**src/rtl/pin_entry_ctrl.sv**
```systemverilog
// PIN-entry controller for the digital safe: collects a hex code from keypad
// events, checks it against a reprogrammable code, and handles lockout and relock.
module pin_entry_ctrl #(
  parameter int DIGITS      = 4,
  parameter int MAX_TRIES   = 3,
  parameter int LOCK_CYCLES = 1024,
  parameter int OPEN_CYCLES = 4096,
  parameter int AUTO_SUBMIT = 0,
  parameter logic [4*DIGITS-1:0] RESET_CODE = 'h1234
) (
  input  logic                             clk,
  input  logic                             reset,
  input  logic                             key_valid,
  input  logic [3:0]                       key_num,
  output logic [4*DIGITS-1:0]              entry,
  output logic [$clog2(DIGITS+1)-1:0]      count,
  output logic                             pass,
  output logic                             fail,
  output logic                             locked,
  output logic                             prog,
  output logic [$clog2(MAX_TRIES+1)-1:0]   tries,
  output logic [2:0]                       dbg_state
);

  localparam int CW   = $clog2(DIGITS + 1);
  localparam int TRW  = $clog2(MAX_TRIES + 1);
  localparam int TMAX = (LOCK_CYCLES > OPEN_CYCLES) ? LOCK_CYCLES : OPEN_CYCLES;
  localparam int TW   = $clog2(TMAX + 1);

  localparam logic [CW-1:0]  FULL       = CW'(DIGITS);
  localparam logic [CW-1:0]  LAST_DIGIT = CW'(DIGITS - 1);
  localparam logic [TRW-1:0] TRIES_MAX  = TRW'(MAX_TRIES);
  localparam logic [TW-1:0]  LOCK_LAST  = TW'(LOCK_CYCLES - 1);
  localparam logic [TW-1:0]  OPEN_LAST  = (OPEN_CYCLES == 0) ? '0 : TW'(OPEN_CYCLES - 1);

  localparam logic [3:0] K_DEL  = 4'he;
  localparam logic [3:0] K_ENT  = 4'hf;
  localparam logic [3:0] K_PROG = 4'hc;

  typedef enum logic [2:0] {
    S_ENTRY   = 3'd0,
    S_CHECK   = 3'd1,
    S_OPEN    = 3'd2,
    S_NEWCODE = 3'd3,
    S_LOCKOUT = 3'd4
  } state_t;

  state_t               state_q;
  logic [4*DIGITS-1:0]  entry_q;
  logic [4*DIGITS-1:0]  code_q;
  logic [CW-1:0]        count_q;
  logic [TRW-1:0]       tries_q;
  logic [TW-1:0]        timer_q;
  logic                 pass_q;
  logic                 fail_q;
  logic                 locked_q;
  logic                 prog_q;

  logic [4*DIGITS-1:0]  push_d;
  logic [4*DIGITS-1:0]  pop_d;
  logic [CW-1:0]        count_inc_d;
  logic [CW-1:0]        count_dec_d;
  logic [TRW-1:0]       tries_inc_d;
  logic                 code_match_d;
  logic                 open_timeout_d;
  logic                 auto_check_d;

  assign count_inc_d    = count_q + CW'(1);
  assign count_dec_d    = count_q - CW'(1);
  assign tries_inc_d    = tries_q + TRW'(1);
  // A short entry can never match, even if the code has leading zero nibbles.
  assign code_match_d   = (count_q == FULL) && (entry_q == code_q);
  assign open_timeout_d = (OPEN_CYCLES != 0) && (timer_q == OPEN_LAST);
  assign auto_check_d   = (AUTO_SUBMIT != 0) && (state_q == S_ENTRY) && (count_q == LAST_DIGIT);

  always_comb begin
    push_d = entry_q;
    pop_d  = entry_q;
    for (int i = 0; i < DIGITS; i++) begin
      if (CW'(i) == count_q)     push_d[4*i +: 4] = key_num;
      if (CW'(i) == count_dec_d) pop_d[4*i +: 4]  = 4'h0;
    end
  end

  always_ff @(posedge clk or posedge reset) begin
    if (reset) begin
      state_q  <= S_ENTRY;
      entry_q  <= '0;
      code_q   <= RESET_CODE;
      count_q  <= '0;
      tries_q  <= '0;
      timer_q  <= '0;
      pass_q   <= 1'b0;
      fail_q   <= 1'b0;
      locked_q <= 1'b0;
      prog_q   <= 1'b0;
    end else begin
      fail_q <= 1'b0;
      case (state_q)
        S_ENTRY, S_NEWCODE: begin
          if (key_valid) begin
            if (key_num == K_ENT) begin
              if (state_q == S_ENTRY) begin
                state_q <= S_CHECK;
              end else begin
                entry_q <= '0;
                count_q <= '0;
                prog_q  <= 1'b0;
                if (count_q == FULL) begin
                  code_q  <= entry_q;
                  state_q <= S_ENTRY;
                end else begin
                  state_q <= S_OPEN;
                  pass_q  <= 1'b1;
                  timer_q <= '0;
                end
              end
            end else if (key_num == K_DEL) begin
              if (count_q != '0) begin
                entry_q <= pop_d;
                count_q <= count_dec_d;
              end
            end else if (count_q != FULL) begin
              entry_q <= push_d;
              count_q <= count_inc_d;
              if (auto_check_d) state_q <= S_CHECK;
            end
          end
        end
        S_CHECK: begin
          entry_q <= '0;
          count_q <= '0;
          timer_q <= '0;
          if (code_match_d) begin
            state_q <= S_OPEN;
            pass_q  <= 1'b1;
            tries_q <= '0;
          end else begin
            fail_q  <= 1'b1;
            tries_q <= tries_inc_d;
            if (tries_inc_d == TRIES_MAX) begin
              state_q  <= S_LOCKOUT;
              locked_q <= 1'b1;
            end else begin
              state_q <= S_ENTRY;
            end
          end
        end
        S_OPEN: begin
          timer_q <= timer_q + TW'(1);
          // The timeout takes priority over a key arriving on the same edge.
          if (open_timeout_d) begin
            state_q <= S_ENTRY;
            pass_q  <= 1'b0;
          end else if (key_valid && key_num == K_ENT) begin
            state_q <= S_ENTRY;
            pass_q  <= 1'b0;
          end else if (key_valid && key_num == K_PROG) begin
            state_q <= S_NEWCODE;
            pass_q  <= 1'b0;
            prog_q  <= 1'b1;
          end
        end
        S_LOCKOUT: begin
          timer_q <= timer_q + TW'(1);
          if (timer_q == LOCK_LAST) begin
            state_q  <= S_ENTRY;
            locked_q <= 1'b0;
            tries_q  <= '0;
          end
        end
        default: state_q <= S_ENTRY;
      endcase
    end
  end

  assign entry     = entry_q;
  assign count     = count_q;
  assign pass      = pass_q;
  assign fail      = fail_q;
  assign locked    = locked_q;
  assign prog      = prog_q;
  assign tries     = tries_q;
  assign dbg_state = state_q;

endmodule

```
**config.mk**
```make
export PLATFORM = sky130hd
export DESIGN_NAME = pin_entry_ctrl
export DESIGN_NICKNAME = d
export VERILOG_FILES = /design/src/rtl/pin_entry_ctrl.sv
export SDC_FILE = /design/constraint.sdc
export NUM_CORES = 1
export LEC_CHECK = 0
export ABC_AREA = 1
export BUFFER_PORTS_ARGS = -buffer_cell sky130_fd_sc_hd__buf_4
export CAP_MARGIN = 10
export CORE_MARGIN = 4
export CORE_UTILIZATION = 52
export CTS_CLUSTER_SIZE = 12
export DETAILED_ROUTE_END_ITERATION = 8
export PLACE_DENSITY = 0.72
export SLEW_MARGIN = 15
export SYNTH_ARGS = -nofsm -noshare
export SYNTH_HDL_FRONTEND = slang
export SYNTH_SLANG_ARGS = --single-unit
```
**constraint.sdc**
```tcl
create_clock -name clk -period 4.6 [get_ports clk]
set_clock_uncertainty 0.2 [all_clocks]
set_input_delay 0.92 -clock clk [delete_from_list [all_inputs] [get_ports clk]]
set_output_delay 0.92 -clock clk [all_outputs]
set_load 0.01 [all_outputs]
```
# Word level (Yosys, flattened, before mapping)
# Index checks and enable logic that the tools add are counted.
dict set report word_totals {
  register_bits 57
  latch_bits 0
  mem_bits_rw 0
  rom_bits 0
  inputBits 7
  wordCells 149
  mem_count 0
}
dict set report classes {
  n_addsub 4
  n_mul 0
  div 0
  order_cmp 0
  n_eq_ne 42
  shifts 0
  muxes 63
  bitwise_logic 1
  n_reduce_logical 26
}
# operator count
set ops {}
lappend ops {{16-bit 2-to-1 mux} 6}
lappend ops {{13-bit 2-to-1 mux} 4}
lappend ops {{4-bit inequality test (second input constant)} 11}
lappend ops {{3-bit 2-to-1 mux} 14}
lappend ops {{7-bit AND reduction} 6}
lappend ops {{13-bit case mux with 3 select lines} 1}
lappend ops {{4-bit 2-to-1 mux} 8}
lappend ops {{16-bit case mux with 2 select lines} 1}
lappend ops {{2-bit inequality test (second input constant)} 11}
lappend ops {{1-bit 2-to-1 mux} 19}
lappend ops {{16-bit equality test} 1}
lappend ops {{5-bit AND reduction} 3}
lappend ops {{13-bit by 1-bit adder with 13-bit output (second input constant)} 1}
lappend ops {{13-bit by 10-bit equality test with 1-bit output (second input constant)} 1}
lappend ops {{13-bit by 12-bit equality test with 1-bit output (second input constant)} 1}
lappend ops {{2-bit by 3-bit equality test with 1-bit output (first input constant)} 4}
lappend ops {{4-bit equality test (second input constant)} 3}
lappend ops {{3-bit case mux with 4 select lines} 1}
lappend ops {{3-bit logical NOT} 3}
lappend ops {{3-bit nonzero test} 3}
lappend ops {{2-bit 2-to-1 mux} 4}
lappend ops {{4-bit AND reduction} 2}
lappend ops {{1-bit by 3-bit equality test with 1-bit output (first input constant)} 2}
lappend ops {{3-bit by 2-bit equality test with 1-bit output (second input constant)} 2}
lappend ops {{other kinds (16)} 24}

# Longest topological paths before layout
# Gate-level depths: netlist of the first run.
dict set report depth {
  depth_word 8
  ltp_mapped 12
  mapped_depth_nobuf 12
}

# Worst setup path before layout of the first run
# Ideal clock, no wire load.
dict set report synth_timing {
  path_type {input port to flip-flop}
  from {in key_num[3]}
  to {reg entry_q[13] (netlist: entry[13])}
  setup_time_ns 0.123
  arrival_time_ns 1.917
  t_required_ns 4.277
  slack_ns 2.360
  cell_stages 10
  cell_sequence {nand2_1 -> inv_1 -> nand2_1 -> nor2_1 -> nand4_1 -> nand3b_4 -> buf_6 -> nor2_2 -> nand2_1 -> nand2_1}
}
dict set report synth_between {
  elab_chain_len 5
}
# item line
set synth_rtl {}
lappend synth_rtl {{start, declared} 14} ;# input logic [3:0] key_num,
lappend synth_rtl {{4-bit equality test} 118} ;# end else if (key_num == K_DEL) begin
lappend synth_rtl {{16-bit 2-to-1 mux} 118}
lappend synth_rtl {{16-bit 2-to-1 mux} 102} ;# if (key_num == K_ENT) begin
lappend synth_rtl {{16-bit 2-to-1 mux} 101} ;# if (key_valid) begin
lappend synth_rtl {{16-bit case mux with 2 select lines} 99} ;# case (state_q)
lappend synth_rtl {{end signal, assigned} 120} ;# entry_q <= pop_d;
lappend synth_rtl {{end signal, assigned} 124} ;# entry_q <= push_d;
lappend synth_rtl {{end, declared} 49} ;# logic [4*DIGITS-1:0] entry_q;
# Several ways; a longest one is shown, not always the timed one. The select of a mux whose other input is x is not followed.
# A chain may end at the register's enable or synchronous reset.

# Worst setup path in the final report of the first run
dict set report layout_timing {
  from {reg count_q[0] (netlist: count[0])}
  to {reg code_q[0]}
}
dict set report layout_between {
  elab_chain_len 2
}
# item line
set layout_rtl {}
lappend layout_rtl {{start, declared} 51} ;# logic [CW-1:0] count_q;
lappend layout_rtl {{start signal, assigned} 121} ;# count_q <= count_dec_d;
lappend layout_rtl {{start signal, assigned} 125} ;# count_q <= count_inc_d;
lappend layout_rtl {{3-bit equality test} 109} ;# if (count_q == FULL) begin
lappend layout_rtl {{5-bit AND reduction (no source line)} n/a}
lappend layout_rtl {{end signal, assigned} 110} ;# code_q <= entry_q;
lappend layout_rtl {{end, declared} 50} ;# logic [4*DIGITS-1:0] code_q;
# No other way between the ends.

==> results of run 1 <==
## worst max path at each step
stage | start | end | cells after the start
final | count[0]$_DFFE_PP0P_ | code_q[0]$_DFFE_PP0P_ | 6
after global routing | count[0]$_DFFE_PP0P_ | code_q[6]$_DFFE_PP0P_ | 6
after CTS | count[0]$_DFFE_PP0P_ | code_q[0]$_DFFE_PP0P_ | 6
after detailed placement | key_num[3] | code_q[0]$_DFFE_PP0P_ | 7
after global placement | key_num[3] | code_q[0]$_DFFE_PP0P_ | 7
after floorplan | reset | code_q[0]$_DFFE_PP0P_ | 1
## cell usage after synthesis (all sizes together), types with 2 or more instances
master	number
ha	8
nand3	23
xor2	3
nor3	10
buf	4
nand2	141
dfrtp	52
nand4	6
dfstp	5
o21ai	47
inv	61
nor2	44
mux2	5
o22ai	2
xnor2	5
a21oi	10
o32ai	2
## report_power, final
part           internal, W  switching, W  total (W)
clock             0.000222      0.000199   0.000422
combinational     0.000416      0.000764    0.00118
sequential        0.000634      0.000122   0.000756
## logic make-up (layout without fill, tap and decap cells)
kind of cell / Yosys count / after routing
xor gates and xnor gates: 8 / 8
muxes: 5 / 5
buffers and inverters: 67 / 113
DFF: 57 / 57
and+or+nand+nor: 225 / 225
AOI/OAI and AO/OA: 66 / 66
adders and majority gates: 8 / 8
## worst max-delay path, delay by kind of cell, from the launching register on
family,cells,cell delay (ns)
adders and majority gates,1,0.26
buffers and inverters,1,0.16
DFF,1,0.42
muxes,1,0.49
and+or+nand+nor,3,0.85
## cells in the final DEF, fill, tap and decap left out, types with 2 or more instances in the layout
cell                       count
sky130_fd_sc_hd__inv_2         4
sky130_fd_sc_hd__nor3_2        2
sky130_fd_sc_hd__o21ai_0      46
sky130_fd_sc_hd__xor2_1        3
sky130_fd_sc_hd__o22ai_1       2
sky130_fd_sc_hd__nand4_1       5
sky130_fd_sc_hd__inv_1        57
sky130_fd_sc_hd__clkbuf_1      2
sky130_fd_sc_hd__clkbuf_8     11
sky130_fd_sc_hd__nand2_1     137
sky130_fd_sc_hd__nand3_1      22
sky130_fd_sc_hd__ha_1          8
sky130_fd_sc_hd__a21oi_1      10
sky130_fd_sc_hd__buf_4        35
sky130_fd_sc_hd__dfrtp_1      52
sky130_fd_sc_hd__nor2_2        5
sky130_fd_sc_hd__clkinv_2      4
sky130_fd_sc_hd__nor3_1        8
sky130_fd_sc_hd__dfstp_2       5
sky130_fd_sc_hd__mux2_2        5
sky130_fd_sc_hd__nand2_2       4
sky130_fd_sc_hd__o32ai_1       2
sky130_fd_sc_hd__nor2_1       38
sky130_fd_sc_hd__xnor2_1       5
## registers in the layout, summed over array words and instances, names as in the netlist
name and flops:
code_q 16, entry 16, timer_q 13, count 3
dbg_state 3, tries 2, fail 1, locked 1
pass 1, prog 1
## metrics by stage
stage                     setup slack (ns)  hold WS [ns]
final                                2.096        0.2842
after global routing                 1.840        0.3150
after CTS                            2.075        0.2834
after detailed placement             1.782        0.2673
after global placement               1.823        0.2651
after floorplan                      2.089        0.2678
## cell type report
class	count	area (um2)
repair buffers	35	262.8
clock buffers	13	158.9
multi-input cells	312	1553
clock inverters	3	15.01
fillers	544	2241
well taps	75	93.84
inverters	62	234.0
flip-flops and latches	57	1433
## per-layer routing
layer | wire length, um | track usage [%] | vias to the layer above
li1 | - | - | 1471
met4 | 133 | 8.926 | 0
met3 | 385 | 3.690 | 11
met5 | 0 | 0 | -
met1 | 3476 | 28.52 | 1283
met2 | 3209 | 31.88 | 84
==> Flow_metrics.wiki, run 1 <==
{| class="wikitable"
! Metric !! Value
|-
| Static power due to leakage || 1.862 nW
|-
| Count of yosys warnings during synthesis || 0
|-
| Number of vias per cell || 5.115
|-
| Reported max-cap violation count || 0
|-
| Portion of the post-synthesis area used by sequential elements || 44.00%
|-
| CP endpoint kind || register
|-
| Worst reg2reg path endpoint || code_q[0]$_DFFE_PP0P_
|-
| PnR Total Power || 0.002358 W
|-
| Worst min-delay path startpoint || locked$_DFFE_PP0P_
|-
| Count of pins on the block boundary || 35
|-
| Library cell occupying the most area in the post-synthesis netlist || sky130_fd_sc_hd__dfrtp_1
|-
| Async set-reset flop share out of synthesis || 100.0%
|-
| Vias in the first global route || 2581
|-
| Final number of hold-violating endpoints || 0
|-
| Number of optimization iterations in the first detailed-route pass || 5
|-
| Routability-driven placement congestion ratio || 0.8817
|-
| Count of inserted antenna diode cells || 0
|-
| Signal arrival time at the worst endpoint || 2.53 ns
|-
| Cell area after layout || 3750 um2
|-
| Total power density per cell area || 628.8 nW/um2
|-
| Clock root cell || sky130_fd_sc_hd__clkbuf_8
|-
| Top-area cell type share of the netlist area || 39.97%
|-
| Post-synth net total || 451
|-
| Number of unique standard cell types used by synthesis || 34
|-
| Initial DRC count || 187
|-
| Largest family of logic cells by synthesized area || simple AND/OR/NAND/NOR gates
|-
| Final cell utilization of the core || 62.59%
|-
| Vias after detailed routing || 2849
|-
| CTS HTree Levels || 3
|-
| Instance count along the most critical hold path || 2
|-
| Number of storage elements in the synthesis netlist || 57
|-
| Startpoint type of the worst setup path || register
|-
| First-pass GRT wire length || 12230 um
|-
| Effective utilization at floorplan || 54.34%
|-
| Post-synthesis instance area || 3256 um2
|-
| Area enclosed by the die boundary || 7591 um2
|-
| Number of clock sinks seen by CTS || 57
|-
| Count of instances resized after the clock tree is built || 0
|-
| Crit Reg-Reg Startpoint || count[0]$_DFFE_PP0P_
|-
| Die Span Y || 87.13 um
|-
| Overall routed net length || 7204 um
|-
| Area share of fa/ha/maj cells after synthesis || 3.075%
|-
| Complex-gate fraction of the synthesized area || 10.99%
|-
| Required time at the endpoint of the critical path || 4.62 ns
|-
| Hold worst-path end || locked$_DFFE_PP0P_
|-
| Top area cells in the synthesized netlist || sky130_fd_sc_hd__dfrtp_1, sky130_fd_sc_hd__nand2_1, sky130_fd_sc_hd__o21ai_0
|-
| Number of buffers between clock root and the deepest sink || 2
|-
| Area inside the core boundary || 5991 um2
|-
| Mean Syn Cell Area || 7.467 um2
|-
| Status || finished clean
|-
| Share of the cycle needed by the critical path after routing || 54.43%
|-
| Initial antenna violation count || 0
|-
| Number of port buffers || 34
|-
| RSZ-0062 raised after global routing || false
|-
| Cells along the critical path || inv_1 -> ha_1 -> nand2_1 -> nor2_1 -> nand4_2 -> mux2_2
|-
| HPWL after DPL || 5333 um
|-
| Share of synthesized area spent on multiplexers || 1.729%
|-
| Non-filler cells, final || 557
|-
| TritonCTS buffer count || 9
|-
| Worst voltage drop across the vdd grid || 446.8 uV
|-
| Wire length per cell || 12.93 um
|-
| Cell area reported after detailed placement || 3576 um2
|-
| Residual DRC count || 0
|-
| Global Route Usage Sum || 20.65%
|-
| Largest driver fanout on the critical path || 27
|-
| Commonest register cell after synthesis || sky130_fd_sc_hd__dfrtp_1
|-
| Post-layout min period || 2.504 ns
|-
| Maximum number of pins on one net before global-route repair || 38
|-
| # hold bufs at CTS || 0
|-
| Number of flops mapped to enable cells by yosys || 0
|-
| Parity-gate share of the synthesized area counting xor and xnor cells || 2.152%
|-
| Max_slew headroom || 48.60%
|-
| Final Max Slew Viols || 0
|-
| Hold WC Path Type || reg2reg
|-
| Delay contributed by the slowest stage of the critical path || 0.51 ns
|-
| Die boundary width || 87.13 um
|-
| Post-CTS Repair Setup Buffers || 0
|-
| Crit-path slowest cell || sky130_fd_sc_hd__nand4_2
|-
| Cell count after synthesis || 436
|-
| NumNets Final || 492
|-
| Final Setup Violations || 0
|-
| Insertion delay of the later-clocked pin in the worst-skew pair || 0.34 ns
|-
| Slew @ Worst Pin || 0.7699 ns
|-
| F_max || 0.3994 GHz
|-
| Setup tns final || 0 ns
|-
| Post-detailed-route count of antenna-violating nets || 0
|-
| Share of cells above drive strength 1 || 16.60%
|-
| Area added between synthesis and finish || 15.18%
|-
| Cell count after placement || 541
|-
| Row Count || 28
|-
| Setup slack, reg-to-reg || 2.10 ns
|-
| Simple-gate area share of the yosys netlist || 29.75%
|-
| Total congestion overflow after global routing || 0
|-
| Type of the worst setup path || reg2reg
|-
| Clock slew at reported path FFs || 0.06 ns
|-
| Clock tree from TritonCTS || yes
|-
| Worst-case reg-to-reg path depth || 6
|}
Note: power is estimated with default switching activity, not from simulation.
==> run 2, diff against run 1 <==
Clock period 4.6 ns to 2.43 ns, I/O delays scaled along.
==> Flow_metrics.wiki, run 2 (same netlist as run 1, synthesis figures left out) <==
{| class="wikitable"
! Metric !! Value
|-
| Insertion delay of the later-clocked pin in the worst-skew pair || 0.34 ns
|-
| Hold WC Path Type || reg2reg
|-
| Share of cells above drive strength 1 || 17.70%
|-
| Final Max Slew Viols || 0
|-
| Die Span Y || 87.13 um
|-
| Post-layout min period || 2.189 ns
|-
| Cells along the critical path || inv_1 -> ha_2 -> nand2_1 -> a21oi_1 -> nand3_1 -> nor2_1 -> nand3_1 -> nand2_1 -> inv_1 -> nand2_1 -> o21ai_0
|-
| Type of the worst setup path || reg2reg
|-
| Final cell utilization of the core || 63.78%
|-
| Share of the cycle needed by the critical path after routing || 90.09%
|-
| Total power density per cell area || 1200 nW/um2
|-
| Status || finished clean
|-
| HPWL after DPL || 5394 um
|-
| Area enclosed by the die boundary || 7591 um2
|-
| Final Setup Violations || 0
|-
| Commonest non-fill, non-tap cell in the layout || sky130_fd_sc_hd__nand2_1
|-
| Routability-driven placement congestion ratio || 0.9313
|-
| Final number of hold-violating endpoints || 0
|-
| Highest-count cells in the layout ignoring fill and taps || sky130_fd_sc_hd__nand2_1, sky130_fd_sc_hd__inv_1, sky130_fd_sc_hd__dfrtp_1
|-
| Effective utilization at floorplan || 54.34%
|-
| RSZ-0062 raised after global routing || false
|-
| First-pass GRT wire length || 12740 um
|-
| Crit-path slowest cell || sky130_fd_sc_hd__dfrtp_1
|-
| Clock tree from TritonCTS || yes
|-
| Multi-input gate area in the final layout || 1567 um2
|-
| Max_slew headroom || 52.17%
|-
| Signal arrival time at the worst endpoint || 2.19 ns
|-
| Area taken by flip-flops and latches || 1433 um2
|-
| Number of port buffers || 34
|-
| Largest driver fanout on the critical path || 5
|-
| Post-detailed-route count of antenna-violating nets || 0
|-
| Initial antenna violation count || 0
|-
| Required time at the endpoint of the critical path || 2.43 ns
|-
| Area inside the core boundary || 5991 um2
|-
| Number of vias per cell || 5.166
|-
| Worst voltage drop across the vdd grid || 809.9 uV
|-
| Vias after detailed routing || 2898
|-
| Cell area reported after detailed placement || 3598 um2
|-
| Number of clock sinks seen by CTS || 57
|-
| F_max || 0.4568 GHz
|-
| NumNets Final || 496
|-
| Row Count || 28
|-
| CP endpoint kind || register
|-
| Static power due to leakage || 1.888 nW
|-
| CTS HTree Levels || 3
|-
| Count of pins on the block boundary || 35
|-
| Area added between synthesis and finish || 17.37%
|-
| Cell area after layout || 3821 um2
|-
| Residual DRC count || 0
|-
| TritonCTS buffer count || 9
|-
| Wire length per cell || 12.80 um
|-
| Global Route Usage Sum || 21.46%
|-
| Maximum number of pins on one net before global-route repair || 25
|-
| Library cell appearing most often on the critical path || sky130_fd_sc_hd__nand2_1
|-
| Total congestion overflow after global routing || 0
|-
| Delay contributed by the slowest stage of the critical path || 0.41 ns
|-
| Startpoint type of the worst setup path || register
|-
| Post-CTS Repair Setup Buffers || 0
|-
| Clock slew at reported path FFs || 0.06 ns
|-
| Number of buffers between clock root and the deepest sink || 2
|-
| Die boundary width || 87.13 um
|-
| Number of optimization iterations in the first detailed-route pass || 4
|-
| Reported max-cap violation count || 0
|-
| Setup tns final || 0 ns
|-
| Slew @ Worst Pin || 0.7120 ns
|-
| Overall routed net length || 7178 um
|-
| Fill cell instance count of the final layout || 559
|-
| Count of inserted antenna diode cells || 0
|-
| Clock root cell || sky130_fd_sc_hd__clkbuf_8
|-
| Initial DRC count || 130
|-
| Hold Slack || 0.2844 ns
|-
| Vias in the first global route || 2867
|}
[run 2: worst paths after layout]
check,startpoint,end,slack (ns),depth (start not counted)
worst max register to register,count[1]$_DFFE_PP0P_,dbg_state[2]$_DFFE_PP0P_,0.24,11
worst min register to register,pass$_DFFE_PP0P_,pass$_DFFE_PP0P_,0.28,2
min in group asynchronous,reset,code_q[7]$_DFFE_PP0P_,0.52,3
worst min-delay path,pass$_DFFE_PP0P_,pass$_DFFE_PP0P_,0.28,2
max in group asynchronous,reset,pass$_DFFE_PP0P_,0.82,4
worst max-delay path,count[1]$_DFFE_PP0P_,dbg_state[2]$_DFFE_PP0P_,0.24,11
[run 2: critical path: cells and delay by family (launching register included)]
family	cells	cell delay (ns)
AOI/OAI and AO/OA	2	0.25
adders and majority gates	1	0.22
buffers and inverters	2	0.23
DFF	1	0.41
and+or+nand+nor	6	0.75
[run 2: report_power, final]
| part | switching, W | leakage [nW] | internal, W | total [W] |
|---|---|---|---|---|
| Sequential | 0.000229 | 0.739 | 0.00120 | 0.00143 |
| Combinational | 0.00146 | 1.05 | 0.000801 | 0.00226 |
| Clock | 0.000371 | 0.103 | 0.000527 | 0.000897 |
[run 2: metrics by stage]
| stage | total power [W] | cells | setup slack [ns] |
|---|---|---|---|
| finish | 0.004587 | 561 | 0.2409 |
| global route | 0.005042 | 561 | 0.008004 |
| CTS | 0.004589 | 561 | 0.1282 |
| detailed placement | 0.003666 | 544 | 0.1530 |
| global placement | 0.003647 | 544 | 0.2535 |
| floorplan | 0.003004 | 436 | 0.3526 |
[run 2: layout make-up]
cell class / count / share of cell area [%]
multi-input cells: 312 / 41.00
clock inverters: 3 / 1.048
clock buffers: 13 / 4.158
well taps: 75 / 2.456
inverters: 62 / 6.123
flip-flops and latches: 57 / 37.49
repair buffers: 39 / 7.728
[run 2: timing repair]
item | 4_1_cts | 5_1_grt
setup endpoints to repair | 0 | 12
hold buffers | 1 | 0
hold endpoints to repair | 18 | 0
resized for setup | 0 | 4
[run 2: per-layer routing]
metal  track usage (%)  vias up  wire, um
li1                  -     1475         -
met1             28.53     1347      3421
met2             34.30       62      3304
met3             3.974       14       322
met4             9.344        0       129
met5                 0        -         0
